$ cat config.mk
export PLATFORM = sky130hd
export DESIGN_NAME = key_entry
export DESIGN_NICKNAME = d
export VERILOG_FILES = /design/src/rtl/alarm_pkg.sv /design/src/rtl/btn_debounce.sv /design/src/rtl/key_entry.sv
export SDC_FILE = /design/constraint.sdc
export NUM_CORES = 1
export LEC_CHECK = 0
export BUFFER_PORTS_ARGS = -buffer_cell sky130_fd_sc_hd__buf_2
export CAP_MARGIN = 30
export CORE_ASPECT_RATIO = 1.5
export CORE_MARGIN = 3
export CORE_UTILIZATION = 25
export DETAILED_ROUTE_END_ITERATION = 12
export GPL_TIMING_DRIVEN = 0
export PLACE_DENSITY_LB_ADDON = 0.3
export SYNTH_ARGS = -nofsm -noshare
export SYNTH_HDL_FRONTEND = slang
export SYNTH_SLANG_ARGS = --single-unit
$ cat constraint.sdc
create_clock -name clk -period 4.2 [get_ports clk]
set_input_delay 0.84 -clock clk [delete_from_list [all_inputs] [get_ports clk]]
set_output_delay 0.84 -clock clk [all_outputs]
set_load 0.02 [all_outputs]
$ cat src/rtl/alarm_pkg.sv
// Shared constants and types for the code-lock alarm front end.
package alarm_pkg;

    localparam int DIGIT_W    = 3;
    localparam int NUM_DIGITS = 4;
    localparam int IDX_W      = $clog2(NUM_DIGITS);

    localparam int DEFAULT_DEBOUNCE_CYCLES = 16;
    localparam int DEFAULT_TIMEOUT_CYCLES  = 1000;

    typedef enum logic {
        IDLE,
        COLLECT
    } key_entry_state_t;

endpackage

$ cat src/rtl/btn_debounce.sv
// One button: 2-FF synchronizer, stability counter and registered rising-edge event.
module btn_debounce
    import alarm_pkg::*;
#(
    parameter int DEBOUNCE_CYCLES = DEFAULT_DEBOUNCE_CYCLES
) (
    input  logic clk,
    input  logic rst_n,
    input  logic btn_raw,
    output logic btn_event
);

    localparam int                CNT_W   = $clog2(DEBOUNCE_CYCLES);
    localparam logic [CNT_W-1:0] CNT_LAST = CNT_W'(DEBOUNCE_CYCLES - 1);

    logic [1:0]       sync_q, sync_d;
    logic [1:0]       vld_q, vld_d;
    logic             armed_q, armed_d;
    logic             level_q, level_d;
    logic [CNT_W-1:0] cnt_q, cnt_d;
    logic             evt_q, evt_d;

    always_comb begin
        // NOTE: every output of this block is defaulted first so no path leaves a latch.
        sync_d  = {sync_q[0], btn_raw};
        vld_d   = {vld_q[0], 1'b1};
        level_d = level_q;
        cnt_d   = cnt_q;

        // A button held through reset must be seen released before it can fire.
        armed_d = armed_q | (vld_q[1] & ~sync_q[1]);

        if (sync_q[1] == level_q) begin
            cnt_d = '0;
        end else if (cnt_q == CNT_LAST) begin
            level_d = ~level_q;
            cnt_d   = '0;
        end else begin
            cnt_d = cnt_q + CNT_W'(1);
        end

        evt_d = armed_q & level_d & ~level_q;
    end

    // NOTE: sequential state is updated with non-blocking assignments only.
    always_ff @(posedge clk or negedge rst_n) begin
        if (!rst_n) begin
            sync_q  <= '0;
            vld_q   <= '0;
            armed_q <= 1'b0;
            level_q <= 1'b0;
            cnt_q   <= '0;
            evt_q   <= 1'b0;
        end else begin
            sync_q  <= sync_d;
            vld_q   <= vld_d;
            armed_q <= armed_d;
            level_q <= level_d;
            cnt_q   <= cnt_d;
            evt_q   <= evt_d;
        end
    end

    assign btn_event = evt_q;

endmodule

$ cat src/rtl/key_entry.sv
// Key-entry front end: conditions digit switches and ENTER/MODE buttons into
// qualified digits, a program-mode select and an inactivity abort.
module key_entry
    import alarm_pkg::*;
#(
    parameter int DEBOUNCE_CYCLES = DEFAULT_DEBOUNCE_CYCLES,
    parameter int TIMEOUT_CYCLES  = DEFAULT_TIMEOUT_CYCLES
) (
    input  logic               clk,
    input  logic               rst_n,
    input  logic [DIGIT_W-1:0] sw,
    input  logic               btn_enter,
    input  logic               btn_mode,
    output logic [DIGIT_W-1:0] digit,
    output logic               digit_valid,
    output logic               sel,
    output logic [IDX_W-1:0]   entry_idx,
    output logic               timeout
);

    localparam int                 IDLE_W    = $clog2(TIMEOUT_CYCLES);
    localparam logic [IDLE_W-1:0] IDLE_LAST = IDLE_W'(TIMEOUT_CYCLES - 1);

    logic [1:0]         rst_sync_q, rst_sync_d;
    logic               rst_int_n;
    logic [DIGIT_W-1:0] sw_meta_q, sw_sync_q;
    logic               enter_evt, mode_evt;

    key_entry_state_t   state_q, state_d;
    logic [DIGIT_W-1:0] digit_q, digit_d;
    logic               valid_q, valid_d;
    logic               sel_q, sel_d;
    logic [IDX_W-1:0]   idx_q, idx_d, idx_inc;
    logic               timeout_q, timeout_d;
    logic [IDLE_W-1:0]  idle_cnt_q, idle_cnt_d;

    // Reset asserts immediately and releases two clocks later, glitch-free.
    assign rst_sync_d = {rst_sync_q[0], 1'b1};
    assign rst_int_n  = rst_sync_q[1];

    always_ff @(posedge clk or negedge rst_n) begin
        if (!rst_n) rst_sync_q <= '0;
        else        rst_sync_q <= rst_sync_d;
    end

    always_ff @(posedge clk or negedge rst_int_n) begin
        if (!rst_int_n) begin
            sw_meta_q <= '0;
            sw_sync_q <= '0;
        end else begin
            sw_meta_q <= sw;
            sw_sync_q <= sw_meta_q;
        end
    end

    btn_debounce #(.DEBOUNCE_CYCLES(DEBOUNCE_CYCLES)) u_enter (
        .clk      (clk),
        .rst_n    (rst_int_n),
        .btn_raw  (btn_enter),
        .btn_event(enter_evt)
    );

    btn_debounce #(.DEBOUNCE_CYCLES(DEBOUNCE_CYCLES)) u_mode (
        .clk      (clk),
        .rst_n    (rst_int_n),
        .btn_raw  (btn_mode),
        .btn_event(mode_evt)
    );

    assign idx_inc = idx_q + 1'b1;

    always_comb begin
        state_d    = state_q;
        digit_d    = digit_q;
        valid_d    = 1'b0;
        sel_d      = sel_q;
        idx_d      = idx_q;
        timeout_d  = 1'b0;
        idle_cnt_d = idle_cnt_q;

        // MODE beats ENTER, and any event beats an expiring idle counter.
        if (mode_evt) begin
            sel_d      = ~sel_q;
            idx_d      = '0;
            state_d    = IDLE;
            idle_cnt_d = '0;
        end else if (enter_evt) begin
            digit_d    = sw_sync_q;
            valid_d    = 1'b1;
            idx_d      = idx_inc;
            state_d    = (idx_inc == '0) ? IDLE : COLLECT;
            idle_cnt_d = '0;
        end else if (state_q == COLLECT) begin
            if (idle_cnt_q == IDLE_LAST) begin
                timeout_d  = 1'b1;
                idx_d      = '0;
                state_d    = IDLE;
                idle_cnt_d = '0;
            end else begin
                idle_cnt_d = idle_cnt_q + IDLE_W'(1);
            end
        end else begin
            idle_cnt_d = '0;
        end
    end

    always_ff @(posedge clk or negedge rst_int_n) begin
        if (!rst_int_n) begin
            state_q    <= IDLE;
            digit_q    <= '0;
            valid_q    <= 1'b0;
            sel_q      <= 1'b0;
            idx_q      <= '0;
            timeout_q  <= 1'b0;
            idle_cnt_q <= '0;
        end else begin
            state_q    <= state_d;
            digit_q    <= digit_d;
            valid_q    <= valid_d;
            sel_q      <= sel_d;
            idx_q      <= idx_d;
            timeout_q  <= timeout_d;
            idle_cnt_q <= idle_cnt_d;
        end
    end

    assign digit       = digit_q;
    assign digit_valid = valid_q;
    assign sel         = sel_q;
    assign entry_idx   = idx_q;
    assign timeout     = timeout_q;

endmodule

# After elaboration in Yosys (flattened, before gate mapping)
# Index checks and enable logic that the tools add are counted.
# W data, S select, Z words.
[totals] ff_bits=49 inputBits=7 elab_cells=77
[classes] mux=27 n_addsub=4 reduce_logical=5 bitwise=14 eq_ne=5
[op_table] op="$mux W10" n=4
[op_table] op="$mux W4" n=4
[op_table] op="$mux W1" n=15
[op_table] op="$add A10 B1 Y10 const B" n=1
[op_table] op="$eq A10 B10 Y1 const B" n=1
[op_table] op="$add A4 B1 Y4 const B" n=2
[op_table] op="$eq A4 B4 Y1 const B" n=2
[op_table] op="$mux W2" n=4
[op_table] op="$and A1 B1 Y1" n=6
[op_table] op="$not A1 Y1" n=6
[op_table] op="$reduce_bool A3 Y1" n=2
[op_table] op="$reduce_and A2 Y1" n=2
[op_table] op="$add A2 B1 Y2 const B" n=1
[op_table] op="$eq A1 B1 Y1" n=2
[op_table] op="$logic_not A2 Y1" n=1
[op_table] op="$or A1 B1 Y1" n=2

# Depth between registers and ports, before layout
# Gate-level depths: netlist of run 1.
[depth] word_depth=5 mapped_depth=5

# By module
# From an unflattened synthesis of run 1, not the netlist that was laid out.
[hier_totals] cells_unflattened=142 hier_area_um2=1860.5
[modules_own_cells] module="key_entry" area_each_um2=1067.3 seq_area_each_um2=675.6 n_inst=1 cells_each=88
[modules_own_cells] module="btn_debounce" area_each_um2=396.6 seq_area_each_um2=275.3 n_inst=2 cells_each=27

# Worst setup path after synthesis of run 1
# OpenSTA, ideal clock, no wires.
[synth_timing] kind="register -> register" start="register idle_cnt_q[0]" end="register state_q" t_arrival_ns=1.203 path_stages_with_launch=6 setup_ns=0.134 slack_ns=2.863 required_ns=4.066 cell_sequence="dfrtp_1 -> ha_1 -> and4bb_2 -> nand3_1 -> nand3_1 -> o21ai_0"
[synth_via] elab_chain_len=5
[synth_rtl] element="from (decl)" line="key_entry.sv:35" rtl="logic [IDLE_W-1:0] idle_cnt_q, idle_cnt_d;"
[synth_rtl] element="from (signal assigned)" line="key_entry.sv:123" rtl="idle_cnt_q <= idle_cnt_d;"
[synth_rtl] element="$eq A10 B10 Y1" line="key_entry.sv:94" rtl="if (idle_cnt_q == IDLE_LAST) begin"
[synth_rtl] element="$mux W1" line="key_entry.sv:94"
[synth_rtl] element="$mux W1" line="key_entry.sv:93" rtl="end else if (state_q == COLLECT) begin"
[synth_rtl] element="$mux W1" line="key_entry.sv:87" rtl="end else if (enter_evt) begin"
[synth_rtl] element="$mux W1" line="key_entry.sv:82" rtl="if (mode_evt) begin"
[synth_rtl] element="net state_d" line="key_entry.sv:29" rtl="key_entry_state_t state_q, state_d;"
[synth_rtl] element="to (signal assigned)" line="key_entry.sv:117" rtl="state_q <= state_d;"
[synth_rtl] element="to (decl)" line="key_entry.sv:29"
# The timed path passes the listed nets, and every way through them passes these cells.
# A chain may end at the register's enable or synchronous reset.

# Worst setup path in the final report of run 1
[layout_timing] start="register idx_q[0] (netlist: entry_idx[0])" end="output port entry_idx[0]"
[layout_lines] element="from (decl)" line="key_entry.sv:33" rtl="logic [IDX_W-1:0] idx_q, idx_d, idx_inc;"
[layout_lines] element="from (signal assigned)" line="key_entry.sv:121" rtl="idx_q <= idx_d;"
[layout_lines] element="to (decl)" line="key_entry.sv:17" rtl="output logic [IDX_W-1:0] entry_idx,"
# No word-level cell between the ends.

==> flow_results.xml, run 1 <==
<?xml version="1.0" encoding="UTF-8"?>
<metrics>
  <group name="synthesis">
    <metric name="syn-cell-area" unit="um2">1780</metric>
    <metric name="synthDistinctLibCells" unit="">27</metric>
    <metric name="yosysWarningCount" unit="">0</metric>
    <metric name="post_synthesis_sequential_element_count" unit="">47</metric>
    <metric name="synth_largest_area_cell" unit="">dfrtp_1</metric>
    <metric name="postSynthCellCount" unit="">145</metric>
    <metric name="netlist_top_cells_area" unit="">dfrtp_1, xnor2_1, ha_1, nand3_1, nor2_1</metric>
    <metric name="portion_of_the_post_synthesis_area_used_by_sequential_elements" unit="%">66.2</metric>
    <metric name="synth_largest_type_area_fraction" unit="%">66.2</metric>
    <metric name="mean_post_synth_cell_area" unit="um2">12.3</metric>
  </group>
  <group name="placed_design">
    <metric name="dp.final_hpwl" unit="um">1960</metric>
    <metric name="detailed_place.area" unit="um2">1970</metric>
    <metric name="placed_cells" unit="">239</metric>
    <metric name="place.port_buffers" unit="">14</metric>
    <metric name="gp_routability_congestion" unit="">0.749</metric>
  </group>
  <group name="run_status">
    <metric name="run_status" unit="">finished clean</metric>
  </group>
  <group name="setup_path">
    <metric name="register_to_register_setup_slack" unit="ps">2640</metric>
    <metric name="timing.critical_path.arrival" unit="ps">880</metric>
    <metric name="timing.critical_path.from" unit="">entry_idx[0]$_DFFE_PN0P_</metric>
    <metric name="critPathRequiredTime" unit="ps">3360</metric>
    <metric name="worstSetupPathDepth" unit="">1</metric>
    <metric name="capture_instance_of_the_worst_register_to_register_path" unit="">state_q$_DFF_PN0_</metric>
    <metric name="reg2reg_depth" unit="">5</metric>
    <metric name="crit_path_cell_trace" unit="">buf_2</metric>
    <metric name="critPathMaxFanout" unit="">4</metric>
    <metric name="timing.critical_path.slowest_cell_delay" unit="ps">420</metric>
    <metric name="regToRegStartpoint" unit="">idle_cnt_q[0]$_DFF_PN0_</metric>
    <metric name="end_kind" unit="">primary output</metric>
    <metric name="critical_path_buf_inv_count" unit="">1</metric>
    <metric name="critPathCapture" unit="">entry_idx[0]</metric>
    <metric name="worst-setup-path-type" unit="">reg2out</metric>
    <metric name="worst_path_cell_with_the_longest_stage_delay" unit="">dfrtp_1</metric>
    <metric name="crit_family" unit="">flip-flops</metric>
    <metric name="critPathLaunchType" unit="">register</metric>
  </group>
  <group name="finish">
    <metric name="final_cells" unit="">247</metric>
    <metric name="most-common-layout-cells" unit="">dfrtp_1, buf_2, nor2_1</metric>
    <metric name="finish.instance_area" unit="um2">2090</metric>
    <metric name="fillers" unit="">694</metric>
    <metric name="syn_to_final_growth" unit="%">17.5</metric>
    <metric name="finalNetCount" unit="">179</metric>
    <metric name="layout.cells.most_common" unit="">dfrtp_1</metric>
    <metric name="number_of_antenna_cells_inserted" unit="">0</metric>
    <metric name="post_route_cells_drive_above_1_share" unit="%">17.8</metric>
  </group>
  <group name="clock_tree">
    <metric name="post_cts_buffers" unit="">0</metric>
    <metric name="numCtsBuffers" unit="">5</metric>
    <metric name="cts_hold_buffers" unit="">0</metric>
    <metric name="cts.sinks" unit="">47</metric>
    <metric name="library_cell_used_as_clock_root_buffer" unit="">clkbuf_8</metric>
    <metric name="tritoncts" unit="">done</metric>
    <metric name="path_clk_slew" unit="ps">80</metric>
    <metric name="clk-insertion-delay-late" unit="ps">290</metric>
    <metric name="cts.htree.levels" unit="">2</metric>
    <metric name="cts-resized-gates" unit="">0</metric>
    <metric name="clockBufferDepth" unit="">2</metric>
  </group>
  <group name="global_route">
    <metric name="grt_start_max_net_pins" unit="">41</metric>
    <metric name="grt_use_total" unit="%">7.61</metric>
    <metric name="wire_length_of_the_first_global_routing_pass" unit="um">4730</metric>
    <metric name="grt_pass1_vias" unit="">1057</metric>
    <metric name="initial_antenna_violation_count" unit="">0</metric>
    <metric name="grt_overflow" unit="">0</metric>
  </group>
  <group name="pwr">
    <metric name="total_power" unit="mW">0.829</metric>
    <metric name="vdd_ir_drop_max" unit="mV">0.231</metric>
    <metric name="cellPowerDensity" unit="nW/um2">397</metric>
    <metric name="power_leakage" unit="nW">0.930</metric>
  </group>
  <group name="timing">
    <metric name="finalWorstPathRequiredPeriod" unit="ps">1720</metric>
    <metric name="final_setup_tns" unit="ps">0</metric>
    <metric name="layout_worst_path_cycle_share" unit="%">41.0</metric>
    <metric name="setup_viol" unit="">0</metric>
    <metric name="hold_viol_final" unit="">0</metric>
    <metric name="achievable-frequency" unit="MHz">580</metric>
    <metric name="final.hold.worst_slack" unit="ps">95.0</metric>
    <metric name="finalMaxSlewViolations" unit="">0</metric>
    <metric name="fin_worst_skew" unit="ps">6.24</metric>
    <metric name="setup_repair_after_global_routing_missed_its_margin" unit="">false</metric>
  </group>
  <group name="floorplan">
    <metric name="die_x" unit="um">74.8</metric>
    <metric name="starting_density_of_the_core" unit="%">25.8</metric>
    <metric name="floorplan.core_area" unit="um2">6900</metric>
    <metric name="chipHeight" unit="um">109</metric>
    <metric name="rows" unit="">37</metric>
    <metric name="num_io_pins" unit="">15</metric>
    <metric name="total_die_area" unit="um2">8180</metric>
  </group>
  <group name="hold_path">
    <metric name="holdCritPathClass" unit="">reg2async</metric>
  </group>
  <group name="detailed_routing">
    <metric name="first_pass_iters" unit="">3</metric>
    <metric name="wl_per_cell" unit="um">11.1</metric>
    <metric name="dr_total_vias" unit="">1106</metric>
    <metric name="drt-total-wl" unit="um">2730</metric>
    <metric name="drcViolationCount" unit="">0</metric>
    <metric name="drt_first_iter_violations" unit="">41</metric>
    <metric name="ant_nets" unit="">0</metric>
    <metric name="route.detailed.vias_per_inst" unit="">4.48</metric>
  </group>
  <group name="run">
    <metric name="drv_cap" unit="">0</metric>
  </group>
</metrics>
## per-stage QoR
step                setup slack (ps)  util, %
finish                          2480     30.3
global route                    2440     30.3
CTS                             2470     30.3
detailed placement              2630     28.6
global placement                2210     28.2
floorplan                       2800        -
## sequential cells by signal (all words and copies together), names as in the netlist, 2 cells and up
signal,count
idle_cnt_q,10
u_enter.cnt_q,4
u_mode.cnt_q,4
digit,3
sw_meta_q,3
sw_sync_q,3
entry_idx,2
rst_sync_q,2
u_enter.sync_q,2
u_mode.sync_q,2
## power by group
| part | internal [mW] | switching, mW | total [mW] |
|---|---|---|---|
| Sequential | 0.464 | 0.00803 | 0.472 |
| Combinational | 0.0101 | 0.0134 | 0.0235 |
| Clock | 0.193 | 0.141 | 0.334 |
| Total | 0.666 | 0.163 | 0.829 |
## worst min-delay path by stage
stage | start | end | slack [ps] | depth (start not counted)
finish | rst_sync_q[1]$_DFF_PN0_ | u_mode.sync_q[1]$_DFF_PN0_ | 100 | 0
global route | rst_sync_q[1]$_DFF_PN0_ | u_mode.sync_q[1]$_DFF_PN0_ | 110 | 0
CTS | rst_sync_q[1]$_DFF_PN0_ | u_mode.sync_q[1]$_DFF_PN0_ | 100 | 0
detailed placement | rst_sync_q[1]$_DFF_PN0_ | u_mode.sync_q[0]$_DFF_PN0_ | 90 | 0
global placement | u_mode.vld_q[0]$_DFF_PN0_ | u_enter.vld_q[1]$_DFF_PN0_ | 330 | 0
floorplan | rst_sync_q[0]$_DFF_PN0_ | rst_sync_q[1]$_DFF_PN0_ | 330 | 0
## metal layers
layer | part of all wire, % | vias to the layer above | global-route usage, %
met5 | 0 | - | 0
met4 | 1.4 | 0 | 3.82
met2 | 54 | 12 | 13.1
li1 | - | 533 | -
met1 | 42 | 557 | 8.38
met3 | 2.7 | 4 | 2.03
## synth_stat cells, drive strengths merged
master and n:
a21o 2, a21oi 8, a31oi 2, and3 1
and4 1, and4bb 1, clkbuf 1, conb 1
dfrtp 47, ha 4, inv 8, mux2 3
nand2 10, nand2b 1, nand3 10, nand4 2
nand4b 2, nor2 12, nor2b 4, nor3 3
nor3b 2, o211ai 1, o21ai 7, or3 2
xnor2 8, xor2 2
## kinds of logic (layout without fill, tap and decap cells)
family / after synthesis / after routing / share of synthesized area [%]
AOI/OAI and AO/OA: 20 / 20 / 6.20
xor gates and xnor gates: 10 / 10 / 4.93
adders and majority gates: 4 / 4 / 2.82
buffers and inverters: 9 / 32 / 1.90
DFF: 47 / 47 / 66.2
muxes: 3 / 3 / 1.90
other: 1 / 2 / 0.211
and+or+nand+nor: 51 / 51 / 15.8
## area by class of cell
| class | count | area [um2] | share of cell area (%) |
|---|---|---|---|
| flip-flops and latches | 47 | 1180 | 56.4 |
| multi-input cells | 90 | 571 | 27.3 |
| well taps | 78 | 97.6 | 4.68 |
| repair buffers | 15 | 90.1 | 4.32 |
| clock buffers | 6 | 82.6 | 3.96 |
| clock inverters | 2 | 35.0 | 1.68 |
| inverters | 8 | 30.0 | 1.44 |
| plain buffers | 1 | 3.75 | 0.180 |
No activity file was read; power rests on OpenSTA's default activity.
==> run 2, diff against run 1 <==
Clock period 4.2 ns to 1.4 ns, I/O delays scaled along.
==> flow_results.xml, run 2 (same netlist as run 1, synthesis figures left out) <==
<?xml version="1.0" encoding="UTF-8"?>
<metrics>
  <group name="finish">
    <metric name="layout.cells.most_common" unit="">dfrtp_1</metric>
    <metric name="largest_reg_by_ff_count" unit="">idle_cnt_q</metric>
    <metric name="largestRegisters" unit="">idle_cnt_q (10), u_enter.cnt_q (4), u_mode.cnt_q (4)</metric>
    <metric name="syn_to_final_growth" unit="%">24.8</metric>
    <metric name="fillers" unit="">678</metric>
    <metric name="number_of_antenna_cells_inserted" unit="">0</metric>
    <metric name="largest_reg_flops" unit="">10</metric>
    <metric name="most-common-layout-cells" unit="">dfrtp_1, buf_2, nor2_1</metric>
    <metric name="finish.instance_area" unit="um2">2220</metric>
    <metric name="finalNetCount" unit="">189</metric>
    <metric name="post_route_cells_drive_above_1_share" unit="%">25.7</metric>
  </group>
  <group name="floorplan">
    <metric name="rows" unit="">37</metric>
    <metric name="num_io_pins" unit="">15</metric>
    <metric name="total_die_area" unit="um2">8180</metric>
    <metric name="starting_density_of_the_core" unit="%">25.8</metric>
    <metric name="die_x" unit="um">74.8</metric>
    <metric name="floorplan.core_area" unit="um2">6900</metric>
    <metric name="chipHeight" unit="um">109</metric>
  </group>
  <group name="hold_path">
    <metric name="holdCritPathClass" unit="">in2reg</metric>
  </group>
  <group name="setup_path">
    <metric name="end_kind" unit="">register</metric>
    <metric name="critPathLaunchType" unit="">register</metric>
    <metric name="critPathMaxFanout" unit="">4</metric>
    <metric name="worst-setup-path-type" unit="">reg2reg</metric>
    <metric name="timing.critical_path.arrival" unit="ps">1560</metric>
    <metric name="critPathRequiredTime" unit="ps">1620</metric>
  </group>
  <group name="clock_tree">
    <metric name="tritoncts" unit="">done</metric>
    <metric name="library_cell_used_as_clock_root_buffer" unit="">clkbuf_8</metric>
    <metric name="clk-insertion-delay-late" unit="ps">290</metric>
    <metric name="numCtsBuffers" unit="">5</metric>
    <metric name="cts.sinks" unit="">47</metric>
    <metric name="path_clk_slew" unit="ps">90</metric>
    <metric name="clockBufferDepth" unit="">2</metric>
    <metric name="cts.htree.levels" unit="">2</metric>
  </group>
  <group name="pwr">
    <metric name="power_leakage" unit="nW">0.967</metric>
    <metric name="cellPowerDensity" unit="nW/um2">1110</metric>
    <metric name="power_frac_clock" unit="%">39.4</metric>
    <metric name="sw_ratio" unit="%">20.4</metric>
    <metric name="total_power" unit="mW">2.46</metric>
    <metric name="vdd_ir_drop_max" unit="mV">0.752</metric>
    <metric name="power.sequential.fraction" unit="%">57.6</metric>
    <metric name="cell_internal_pwr" unit="mW">1.96</metric>
    <metric name="p_switching" unit="mW">0.501</metric>
    <metric name="power.share.combinational" unit="%">3.0</metric>
  </group>
  <group name="placed_design">
    <metric name="place.port_buffers" unit="">14</metric>
    <metric name="detailed_place.area" unit="um2">1970</metric>
    <metric name="dp.final_hpwl" unit="um">1940</metric>
    <metric name="gp_routability_congestion" unit="">0.764</metric>
  </group>
  <group name="global_route">
    <metric name="grt_start_max_net_pins" unit="">41</metric>
    <metric name="wire_length_of_the_first_global_routing_pass" unit="um">5160</metric>
    <metric name="grt_use_total" unit="%">8.21</metric>
    <metric name="grt_pass1_vias" unit="">1195</metric>
    <metric name="initial_antenna_violation_count" unit="">0</metric>
    <metric name="grt_overflow" unit="">0</metric>
  </group>
  <group name="timing">
    <metric name="final.hold.worst_slack" unit="ps">83.1</metric>
    <metric name="final_setup_tns" unit="ps">0</metric>
    <metric name="setup_repair_after_global_routing_missed_its_margin" unit="">true</metric>
    <metric name="setup_viol" unit="">0</metric>
    <metric name="finalMaxSlewViolations" unit="">0</metric>
    <metric name="finalWorstPathRequiredPeriod" unit="ps">1340</metric>
    <metric name="achievable-frequency" unit="MHz">745</metric>
    <metric name="layout_worst_path_cycle_share" unit="%">95.9</metric>
    <metric name="hold_viol_final" unit="">0</metric>
    <metric name="fin_worst_skew" unit="ps">7.24</metric>
  </group>
  <group name="detailed_routing">
    <metric name="drt-total-wl" unit="um">2850</metric>
    <metric name="first_pass_iters" unit="">2</metric>
    <metric name="wl_per_cell" unit="um">11.1</metric>
    <metric name="dr_total_vias" unit="">1120</metric>
    <metric name="drcViolationCount" unit="">0</metric>
    <metric name="ant_nets" unit="">0</metric>
    <metric name="route.detailed.vias_per_inst" unit="">4.36</metric>
    <metric name="drt_first_iter_violations" unit="">32</metric>
  </group>
  <group name="run">
    <metric name="drv_cap" unit="">0</metric>
  </group>
  <group name="run_status">
    <metric name="run_status" unit="">finished clean</metric>
  </group>
</metrics>
-- run 2: changes by cell type in the layout (fill, tap and decap cells not counted), sizes merged --
cell and change:
clkinv -1, dlygate4sd3 +1, clkinvlp +1, buf +9
-- run 2: layout make-up --
| cell class | instances | area, um2 | area share (%) |
|---|---|---|---|
| tap | 78 | 97.6 | 4.40 |
| sequential | 47 | 1180 | 53.2 |
| multi-input combinational | 90 | 624 | 28.2 |
| inverter | 8 | 30.0 | 1.35 |
| clock buffer | 6 | 72.6 | 3.27 |
| clock inverter | 2 | 37.5 | 1.69 |
| timing repair buffer | 25 | 171 | 7.73 |
| buffer | 1 | 3.75 | 0.169 |
-- run 2: worst paths after layout --
check                                   startpoint                    endpoint  slack (ps)  cells after the start
setup / recovery           idle_cnt_q[0]$_DFF_PN0_     idle_cnt_q[7]$_DFF_PN0_          60                      5
hold / removal                            btn_mode  u_mode.sync_q[0]$_DFF_PN0_          80                      1
setup reg to reg           idle_cnt_q[0]$_DFF_PN0_     idle_cnt_q[7]$_DFF_PN0_          60                      5
hold reg to reg            rst_sync_q[1]$_DFF_PN0_  u_mode.sync_q[0]$_DFF_PN0_         100                      0
max in group asynchronous  rst_sync_q[1]$_DFF_PN0_     idle_cnt_q[0]$_DFF_PN0_         840                      1
min in group asynchronous  rst_sync_q[1]$_DFF_PN0_  u_mode.sync_q[0]$_DFF_PN0_         100                      0
-- run 2: stage by stage --
stage | utilization (%) | std cells | setup WS [ps]
final | 32.1 | 257 | 57.7
after global routing | 32.1 | 257 | -39.0
after CTS | 30.7 | 250 | 0.325
after detailed placement | 28.6 | 239 | -174
after global placement | 28.3 | 238 | -183
after floorplan | - | 146 | 63.0
-- run 2: critical path, cell delays in order (launching register included) --
cell and delay (ps):
dfrtp_2 410, buf_6 100, and3_4 210, nand3_4 90, or3_1 320, a31oi_1 140
-- run 2: power groups by stage --
stage / clock (mW) / combinational, mW / sequential, mW
floorplan: 0 / 0.0311 / 1.45
global placement: 0 / 0.0439 / 1.46
detailed placement: 0 / 0.0745 / 1.44
CTS: 1.01 / 0.0769 / 1.42
global route: 1.07 / 0.0870 / 1.42
finish: 0.968 / 0.0731 / 1.42
-- run 2: timing repair --
| item | 4_1_cts | 5_1_grt |
|---|---|---|
| endpoints found under the setup margin | 8 | 11 |
| cloned | 0 | 0 |
| gates resized for setup | 4 | 11 |
| hold buffers | 1 | 0 |
| pin swaps | 2 | 7 |
| buffers inserted | 2 | 7 |
| endpoints found under the hold margin | 2 | 0 |
-- run 2: metal layers --
| layer | vias to the layer above | track usage (%) | share of wire [%] |
|---|---|---|---|
| met3 | 6 | 2.21 | 3.9 |
| met5 | - | 0 | 0 |
| met2 | 13 | 13.5 | 50 |
| met1 | 545 | 9.57 | 43 |
| met4 | 0 | 4.33 | 2.5 |
| li1 | 556 | - | - |
==> run 3, diff against run 2 <==
Settings changed: SKIP_LAST_GASP from default to 1.
Clock period 1.4 ns to 1.5 ns, I/O delays scaled along.
==> flow_results.xml, run 3 (same netlist as run 1, synthesis figures left out) <==
<?xml version="1.0" encoding="UTF-8"?>
<metrics>
  <group name="run_status">
    <metric name="run_status" unit="">finished clean</metric>
  </group>
  <group name="setup_path">
    <metric name="timing.critical_path.slowest_cell_delay" unit="ps">420</metric>
    <metric name="timing.critical_path.from" unit="">idle_cnt_q[0]$_DFF_PN0_</metric>
    <metric name="register_to_register_setup_slack" unit="ps">130</metric>
    <metric name="regToRegStartpoint" unit="">idle_cnt_q[0]$_DFF_PN0_</metric>
    <metric name="worst-setup-path-type" unit="">reg2reg</metric>
    <metric name="worst_path_cell_with_the_longest_stage_delay" unit="">dfrtp_1</metric>
    <metric name="critPathRequiredTime" unit="ps">1670</metric>
    <metric name="timing.critical_path.arrival" unit="ps">1550</metric>
    <metric name="worstSetupPathDepth" unit="">5</metric>
    <metric name="crit_family" unit="">flip-flops</metric>
    <metric name="reg2reg_depth" unit="">5</metric>
    <metric name="crit_path_cell_trace" unit="">ha_4 -&gt; and4bb_2 -&gt; nand3_4 -&gt; o21ai_0 -&gt; a21oi_1</metric>
    <metric name="end_kind" unit="">register</metric>
    <metric name="capture_instance_of_the_worst_register_to_register_path" unit="">entry_idx[0]$_DFFE_PN0P_</metric>
    <metric name="critPathLaunchType" unit="">register</metric>
    <metric name="critPathCapture" unit="">entry_idx[0]$_DFFE_PN0P_</metric>
    <metric name="critical_path_buf_inv_count" unit="">0</metric>
    <metric name="critPathMaxFanout" unit="">4</metric>
  </group>
  <group name="run">
    <metric name="drv_cap" unit="">0</metric>
  </group>
  <group name="pwr">
    <metric name="power_frac_clock" unit="%">40.3</metric>
    <metric name="power_leakage" unit="nW">0.931</metric>
    <metric name="sw_ratio" unit="%">19.6</metric>
    <metric name="p_switching" unit="mW">0.457</metric>
    <metric name="vdd_ir_drop_max" unit="mV">0.647</metric>
    <metric name="cellPowerDensity" unit="nW/um2">1090</metric>
    <metric name="power.share.combinational" unit="%">2.9</metric>
    <metric name="cell_internal_pwr" unit="mW">1.87</metric>
    <metric name="power.sequential.fraction" unit="%">56.8</metric>
  </group>
  <group name="floorplan">
    <metric name="chipHeight" unit="um">109</metric>
    <metric name="starting_density_of_the_core" unit="%">25.8</metric>
    <metric name="rows" unit="">37</metric>
    <metric name="die_x" unit="um">74.8</metric>
    <metric name="num_io_pins" unit="">15</metric>
    <metric name="floorplan.core_area" unit="um2">6900</metric>
    <metric name="total_die_area" unit="um2">8180</metric>
  </group>
  <group name="detailed_routing">
    <metric name="drt-total-wl" unit="um">2750</metric>
    <metric name="route.detailed.vias_per_inst" unit="">4.46</metric>
    <metric name="dr_total_vias" unit="">1107</metric>
    <metric name="drcViolationCount" unit="">0</metric>
    <metric name="ant_nets" unit="">0</metric>
    <metric name="drt_first_iter_violations" unit="">56</metric>
    <metric name="first_pass_iters" unit="">4</metric>
    <metric name="wl_per_cell" unit="um">11.1</metric>
  </group>
  <group name="clock_tree">
    <metric name="cts.sinks" unit="">47</metric>
    <metric name="clk-insertion-delay-late" unit="ps">290</metric>
    <metric name="cts.htree.levels" unit="">2</metric>
    <metric name="library_cell_used_as_clock_root_buffer" unit="">clkbuf_8</metric>
    <metric name="path_clk_slew" unit="ps">80</metric>
    <metric name="clockBufferDepth" unit="">2</metric>
    <metric name="numCtsBuffers" unit="">5</metric>
    <metric name="tritoncts" unit="">done</metric>
    <metric name="post_cts_buffers" unit="">0</metric>
  </group>
  <group name="timing">
    <metric name="setup_repair_after_global_routing_missed_its_margin" unit="">false</metric>
    <metric name="finalMaxSlewViolations" unit="">0</metric>
    <metric name="setup_viol" unit="">0</metric>
    <metric name="layout_worst_path_cycle_share" unit="%">91.6</metric>
    <metric name="achievable-frequency" unit="MHz">728</metric>
    <metric name="fin_worst_skew" unit="ps">5.89</metric>
    <metric name="finalWorstPathRequiredPeriod" unit="ps">1370</metric>
    <metric name="hold_viol_final" unit="">0</metric>
    <metric name="post-route-worst-setup-slack" unit="ps">126</metric>
  </group>
  <group name="finish">
    <metric name="largestRegisters" unit="">idle_cnt_q (10), u_enter.cnt_q (4), u_mode.cnt_q (4)</metric>
    <metric name="most-common-layout-cells" unit="">dfrtp_1, buf_2, nor2_1</metric>
    <metric name="number_of_antenna_cells_inserted" unit="">0</metric>
    <metric name="finalNetCount" unit="">180</metric>
    <metric name="largest_reg_by_ff_count" unit="">idle_cnt_q</metric>
    <metric name="post_route_cells_drive_above_1_share" unit="%">19.4</metric>
    <metric name="final_cells" unit="">248</metric>
    <metric name="syn_to_final_growth" unit="%">19.7</metric>
    <metric name="largest_reg_flops" unit="">10</metric>
    <metric name="layout.cells.most_common" unit="">dfrtp_1</metric>
  </group>
  <group name="placed_design">
    <metric name="placed_cells" unit="">239</metric>
    <metric name="gp_routability_congestion" unit="">0.749</metric>
    <metric name="dp.final_hpwl" unit="um">1960</metric>
    <metric name="dp_worst_slack" unit="ps">-66.9</metric>
    <metric name="place.port_buffers" unit="">14</metric>
  </group>
  <group name="global_route">
    <metric name="grt_overflow" unit="">0</metric>
    <metric name="wire_length_of_the_first_global_routing_pass" unit="um">4730</metric>
    <metric name="grt_start_max_net_pins" unit="">41</metric>
    <metric name="grt_pass1_vias" unit="">1058</metric>
    <metric name="grt_use_total" unit="%">7.61</metric>
    <metric name="initial_antenna_violation_count" unit="">0</metric>
  </group>
  <group name="hold_path">
    <metric name="holdCritPathClass" unit="">reg2async</metric>
  </group>
</metrics>
==> run 3: cell types whose count changed in the layout (fill, tap and decap cells not counted), moves of 2 or more <==
cell     before  now
dfrtp_2       3    1
dfrtp_1      44   46
o21ai_0       5    7
buf_4         8    0
==> run 3: metal layers <==
layer,vias up,track usage (%),share of wire [%]
li1,536,-,-
met1,555,8.38,43
met2,12,13.1,53
met3,4,2.03,2.7
met4,0,3.82,1.4
met5,-,0,0
==> run 3: worst min-delay path by stage <==
stage	end	slack [ps]	cells past startpoint
floorplan	rst_sync_q[0]$_DFF_PN0_	4	0
global placement	rst_sync_q[1]$_DFF_PN0_	90	1
detailed placement	rst_sync_q[0]$_DFF_PN0_	90	1
CTS	u_mode.sync_q[1]$_DFF_PN0_	100	0
global route	u_enter.sync_q[0]$_DFF_PN0_	80	1
finish	u_mode.sync_q[1]$_DFF_PN0_	90	0
==> run 3: layout make-up <==
cell class	instances	area, um2
buffer	1	3.75
clock buffer	6	82.6
clock inverter	2	35.0
fill	689	4770
inverter	8	30.0
multi-input combinational	90	601
sequential	47	1180
tap	78	97.6
timing repair buffer	16	100
==> run 3: timing repair <==
item,in CTS,in global routing
pin swaps,0,1
setup endpoints to repair,6,5
resized for setup,2,3
hold buffers,1,0
endpoints found under the hold margin,2,0
==> run 3: metrics by stage <==
stage	power [mW]	util [%]	hold WS (ps)	setup TNS, ps	area, um2
final	2.32	30.8	95.0	0	2130
after global routing	2.44	30.8	84.3	0	2130
after CTS	2.38	30.5	97.5	0	2110
after detailed placement	1.42	28.6	87.3	-244	1970
after global placement	1.41	28.2	85.8	-22330	1950
after floorplan	1.38	-	4.41	0	1780
==> run 3: power groups by stage <==
stage          combinational, mW  sequential (mW)  clock [mW]
6_report                  0.0677             1.32       0.935
5_1_grt                   0.0796             1.33        1.04
4_1_cts                   0.0716             1.32       0.984
3_5_place_dp              0.0690             1.35           0
3_3_place_gp              0.0409             1.37           0
2_1_floorplan             0.0291             1.36           0
